$ cat src/rtl/sram_ctrl_pkg.sv
`default_nettype none
// ============================================================================
// Module  : sram_ctrl_pkg
// Brief   : State encodings and halfword-select constants for the SRAM sequencer
// Revision: 1.0
// ============================================================================
package sram_ctrl_pkg;

  typedef enum logic [1:0] {
    ST_IDLE = 2'd0,
    ST_LOW  = 2'd1,
    ST_HIGH = 2'd2,
    ST_DONE = 2'd3
  } state_t;

  localparam logic c_half_lo = 1'b0;
  localparam logic c_half_hi = 1'b1;

  // The halfword being transferred follows directly from the phase state.
  function automatic logic half_sel(input state_t s);
    return (s == ST_HIGH) ? c_half_hi : c_half_lo;
  endfunction

endpackage : sram_ctrl_pkg
`default_nettype wire

$ cat src/rtl/sram_ctrl_phase_counter.sv
`default_nettype none
// ============================================================================
// Module  : sram_ctrl_phase_counter
// Brief   : Counts 0..PHASE_CYC-1 within one SRAM phase and flags terminal count
// Revision: 1.0
// ============================================================================
module sram_ctrl_phase_counter #(
  parameter int PHASE_CYC = 3
) (
  input  logic clk,
  input  logic rst_n,
  input  logic clr,
  output logic tc
);

  localparam int CNT_W = (PHASE_CYC > 2) ? $clog2(PHASE_CYC) : 1;

  logic [CNT_W-1:0] r_cnt;

  assign tc = (r_cnt == CNT_W'(PHASE_CYC - 1));

  // Wrapping on terminal count lets the HIGH phase start from zero without a clear.
  always_ff @(posedge clk or negedge rst_n) begin
    if (!rst_n) begin
      r_cnt <= '0;
    end else if (clr || tc) begin
      r_cnt <= '0;
    end else begin
      r_cnt <= r_cnt + CNT_W'(1);
    end
  end

endmodule : sram_ctrl_phase_counter
`default_nettype wire

$ cat src/rtl/sram_ctrl.sv
`default_nettype none
// ============================================================================
// Module  : sram_ctrl
// Brief   : Splits a 32-bit load/store into two timed halfword SRAM phases
// Revision: 1.0
// ============================================================================
module sram_ctrl
  import sram_ctrl_pkg::*;
#(
  parameter int PHASE_CYC = 3,
  parameter int ADDR_W    = 18,
  parameter int DATA_W    = 16
) (
  input  logic                clk,
  input  logic                rst_n,
  input  logic                wr_en,
  input  logic                rd_en,
  input  logic [31:0]         address,
  input  logic [2*DATA_W-1:0] write_data,
  output logic [2*DATA_W-1:0] read_data,
  output logic                ready,
  output logic [ADDR_W-1:0]   sram_addr,
  input  logic [DATA_W-1:0]   sram_dq_i,
  output logic [DATA_W-1:0]   sram_dq_o,
  output logic                sram_dq_oe,
  output logic                sram_we_n,
  output logic                sram_oe_n,
  output logic                sram_ce_n,
  output logic                sram_ub_n,
  output logic                sram_lb_n
);

  state_t                r_state;
  state_t                w_next_state;
  logic                  r_op_wr;
  logic [ADDR_W-2:0]     r_idx;
  logic [2*DATA_W-1:0]   r_wdata;
  logic [2*DATA_W-1:0]   r_read_data;
  logic                  w_tc;
  logic                  w_clr;
  logic                  w_accept;
  logic                  w_sample;
  logic                  w_half;
  logic                  w_unused;

  // Byte offset and bits above the SRAM range are deliberately dropped.
  assign w_unused = ^{address[31:ADDR_W+1], address[1:0]};

  sram_ctrl_phase_counter #(
    .PHASE_CYC (PHASE_CYC)
  ) u_phase_counter (
    .clk   (clk),
    .rst_n (rst_n),
    .clr   (w_clr),
    .tc    (w_tc)
  );

  assign w_half    = half_sel(r_state);
  assign w_sample  = ((r_state == ST_LOW) || (r_state == ST_HIGH)) && !r_op_wr && w_tc;
  assign read_data = r_read_data;

  always_comb begin
    w_next_state = r_state;
    w_clr        = 1'b0;
    w_accept     = 1'b0;
    ready        = 1'b0;
    sram_addr    = '0;
    sram_dq_o    = '0;
    sram_dq_oe   = 1'b0;
    sram_we_n    = 1'b1;
    sram_oe_n    = 1'b1;
    sram_ce_n    = 1'b1;
    sram_ub_n    = 1'b1;
    sram_lb_n    = 1'b1;
    unique case (r_state)
      ST_IDLE: begin
        ready = ~(rd_en | wr_en);
        w_clr = 1'b1;
        if (rd_en || wr_en) begin
          w_accept     = 1'b1;
          w_next_state = ST_LOW;
        end
      end
      ST_LOW, ST_HIGH: begin
        sram_ce_n = 1'b0;
        sram_ub_n = 1'b0;
        sram_lb_n = 1'b0;
        sram_addr = {r_idx, w_half};
        if (r_op_wr) begin
          sram_dq_oe = 1'b1;
          sram_dq_o  = (w_half == c_half_hi) ? r_wdata[2*DATA_W-1:DATA_W] : r_wdata[DATA_W-1:0];
          // Releasing WE on the last cycle gives the SRAM data hold time.
          sram_we_n  = w_tc;
        end else begin
          sram_oe_n = 1'b0;
        end
        if (w_tc) begin
          w_next_state = (r_state == ST_LOW) ? ST_HIGH : ST_DONE;
        end
      end
      ST_DONE: begin
        ready        = 1'b1;
        w_clr        = 1'b1;
        w_next_state = ST_IDLE;
      end
      default: w_next_state = ST_IDLE;
    endcase
  end

  always_ff @(posedge clk or negedge rst_n) begin
    if (!rst_n) begin
      r_state     <= ST_IDLE;
      r_op_wr     <= 1'b0;
      r_idx       <= '0;
      r_wdata     <= '0;
      r_read_data <= '0;
    end else begin
      r_state <= w_next_state;
      if (w_accept) begin
        r_op_wr <= wr_en;
        r_idx   <= address[ADDR_W:2];
        r_wdata <= write_data;
      end
      if (w_sample) begin
        if (w_half == c_half_hi) begin
          r_read_data[2*DATA_W-1:DATA_W] <= sram_dq_i;
        end else begin
          r_read_data[DATA_W-1:0] <= sram_dq_i;
        end
      end
    end
  end

endmodule : sram_ctrl
`default_nettype wire
$ cat config.mk
export PLATFORM = sky130hd
export DESIGN_NAME = sram_ctrl
export DESIGN_NICKNAME = d
export VERILOG_FILES = /design/src/rtl/sram_ctrl_pkg.sv /design/src/rtl/sram_ctrl_phase_counter.sv /design/src/rtl/sram_ctrl.sv
export SDC_FILE = /design/constraint.sdc
export NUM_CORES = 1
export LEC_CHECK = 0
export CAP_MARGIN = 15
export CORE_AREA = 5 5 94 96
export CTS_BUF_LIST = sky130_fd_sc_hd__clkbuf_4 sky130_fd_sc_hd__clkbuf_8 sky130_fd_sc_hd__clkbuf_16
export CTS_CLUSTER_DIAMETER = 200
export CTS_CLUSTER_SIZE = 14
export DETAILED_ROUTE_END_ITERATION = 7
export DIE_AREA = 0 0 99 101
export DONT_BUFFER_PORTS = 1
export PLACE_DENSITY = 0.61
export SETUP_SLACK_MARGIN = 0.4
export SLEW_MARGIN = 40
export SYNTH_ARGS = -nofsm -noshare
export SYNTH_HDL_FRONTEND = slang
export SYNTH_SLANG_ARGS = --single-unit
$ cat constraint.sdc
create_clock -name clk -period 3.25 [get_ports clk]
set_clock_uncertainty 0.05 [all_clocks]
set_input_delay 0.65 -clock clk [delete_from_list [all_inputs] [get_ports clk]]
set_output_delay 0.65 -clock clk [all_outputs]
set_load 0.005 [all_outputs]
==> reports/qor.txt <==
status: finished clean
most frequent cells in the layout: dfrtp_1 (86), mux2_2 (71), nor2_1 (20), and2_1 (17), mux2i_1 (16)
Critical Path Fanout Max: 18
row count: 33
Post-DP HPWL: 5.06 mm
crit path kind: flip-flop to output port
fin nets: 362
Total Routed Length: 7.30 mm
Residual DRC: 0
setup TNS: 0 ns
chip height: 101 um
initial antenna violation count: 0
PwrDens: 1000 mW/mm2
WP data required: 2.55 ns
Critical Path AT: 1.89 ns
Final Cycle Share: 0.798
vias: 2016
count of buffers from port buffering: 0
DRT Pass-1 Iters: 4
Final min period: 2.59 ns
vias in the first global route: 2162
clock slew at reported path FFs: 0.08 ns
Starting Density: 0.476
Leak: 1.81 nW
ANT cells: 0
Via density: 5.32
placed instance count: 363
dpl ws: 0.890 ns
Clk Latency, worst-skew pair: 0.34 ns
setup repair bufs after CTS: 0
core area: 0.00797 mm2
Final Slew Violations: 0
post-route antenna net violation count: 0
Max-Cap Viols: 0
Hold Path Class: input port to asynchronous set/reset pin
Initial DRC Count: 83
GPL Wtd Cong: 0.731
Max Fclk: 386 MHz
Synth top area share: 0.567
syn avg cell area: 14.3 um2
critical path endpoint category: output port
area leader, netlist: dfrtp_1
Total GRT Usage: 0.150
Yosys warning count: 0
Post-Syn Nets: 358
most common cell after layout, fill and taps aside: dfrtp_1
wire length of the first global-routing pass: 11.6 mm
Area Overhead vs Synth: 9.47%
CP startpoint kind: flip-flop
htree depth: 3
Final Setup Violations: 0
Post-Layout Cell Count: 379
synthesized area: 0.00379 mm2
Die X: 99 um
Final Hold Fails: 0
wire per inst: 19.3 um
main area contributors after synthesis: dfrtp_1 (57%), mux2_2 (21%), mux2i_1 (4.2%)
Ports: 157
Slew @ Worst Pin: 0.603 ns
total gr overflow: 0
CTS Buffer Depth: 2
Clk Tree Root Cell: clkbuf_8
synth unique cells: 27
Seq/Total Area, Yosys: 0.567
pin count of the biggest net entering global routing: 87
worst setup margin: 0.657 ns
CTS tree: built
layout cell share with drive strength beyond 1: 0.401
die area: 0.0100 mm2
FF-to-FF setup slack: 1.04 ns
Relative slew margins: 0.597
#FFs+latches synth: 86
Post-Syn Instances: 266
RSZ-0062 raised after global routing: no
cts bufs inserted: 9
peak supply drop: 0.402 mV
Sink Count: 86
==> worst max-delay path, stage by stage, from the launching register on <==
cell and delay (ns):
dfrtp_1 0.43, inv_1 0.12, ha_1 0.41, nand2_1 0.08, buf_4 0.21, or2_2 0.31
==> report_power, final <==
group	total, mW	switching (mW)	internal, mW	leakage (nW)
combinational	1.45	0.647	0.801	0.687
sequential	1.92	0.309	1.61	1.02
clock	0.801	0.356	0.445	0.106
==> through the flow <==
stage                util  power [mW]  area (um2)  hold WS (ns)
floorplan               -        3.10        3790         0.304
global placement    0.487        3.34        3880         0.307
detailed placement  0.491        3.41        3910         0.307
CTS                 0.520        4.25        4150         0.159
global route        0.521        4.50        4150         0.165
finish              0.521        4.17        4150         0.132
==> layer usage <==
layer  track usage  part of all wire  vias to the layer above
li1              -                 -                      909
met1         0.190              0.41                     1007
met2         0.224              0.47                       89
met3        0.0678              0.10                       11
met4        0.0567             0.015                        0
met5             0                 0                        -
==> flip-flops by register name (all words and copies together), names as in the netlist <==
| name | count |
|---|---|
| r_wdata | 32 |
| u_phase_counter.r_cnt | 2 |
| r_op_wr | 1 |
| read_data | 32 |
| r_state | 2 |
| r_idx | 17 |
==> area by class of cell <==
type | count | area (um2)
Tap cell | 105 | 131
Fill cell | 677 | 3820
Inverter | 5 | 18.8
Multi-Input combinational cell | 160 | 1540
Clock inverter | 4 | 72.6
Timing Repair Buffer | 8 | 100
Clock buffer | 11 | 139
Sequential cell | 86 | 2150
==> cells by family after synthesis <==
family,count (synthesis),synth area share
flip-flops,86,0.567
AO/OA/AOI/OAI,4,0.00692
adder cells (fa/ha/maj),8,0.0264
AND/OR/NAND/NOR,51,0.0755
multiplexers,97,0.293
buffers and inverters,20,0.0313
==> path summary, 6_finish.rpt <==
path	from	depth (start not counted)	end
worst max-delay path	r_state[0]	5	sram_we_n
worst min-delay path	rst_n	1	read_data[15]
worst max register to register	r_state[0]	5	read_data[22]
worst min register to register	u_phase_counter.r_cnt[0]	1	u_phase_counter.r_cnt[0]
max in group asynchronous	rst_n	1	r_idx[14]
min in group clk	wr_en	2	r_op_wr
==> timing repair <==
action                     CTS  global route
gates resized for setup      0             1
hold buffers                 1             0
setup endpoints to repair    0             1
hold endpoints to repair    86             0
==> cell usage after synthesis (all sizes together) <==
cell type and number:
nor3b 2, mux2i 16, o22a 1, a211oi 1, nor2 20, dfrtp 86
nand2b 3, a21oi 1, mux2 81, or2 1, nor2b 1, nand4b 1
inv 5, ha 8, buf 12, nand2 4, and2 17, nand3 1
o21ai 1, clkbuf 3, nor3 1
Note: power is estimated with default switching activity, not from simulation.
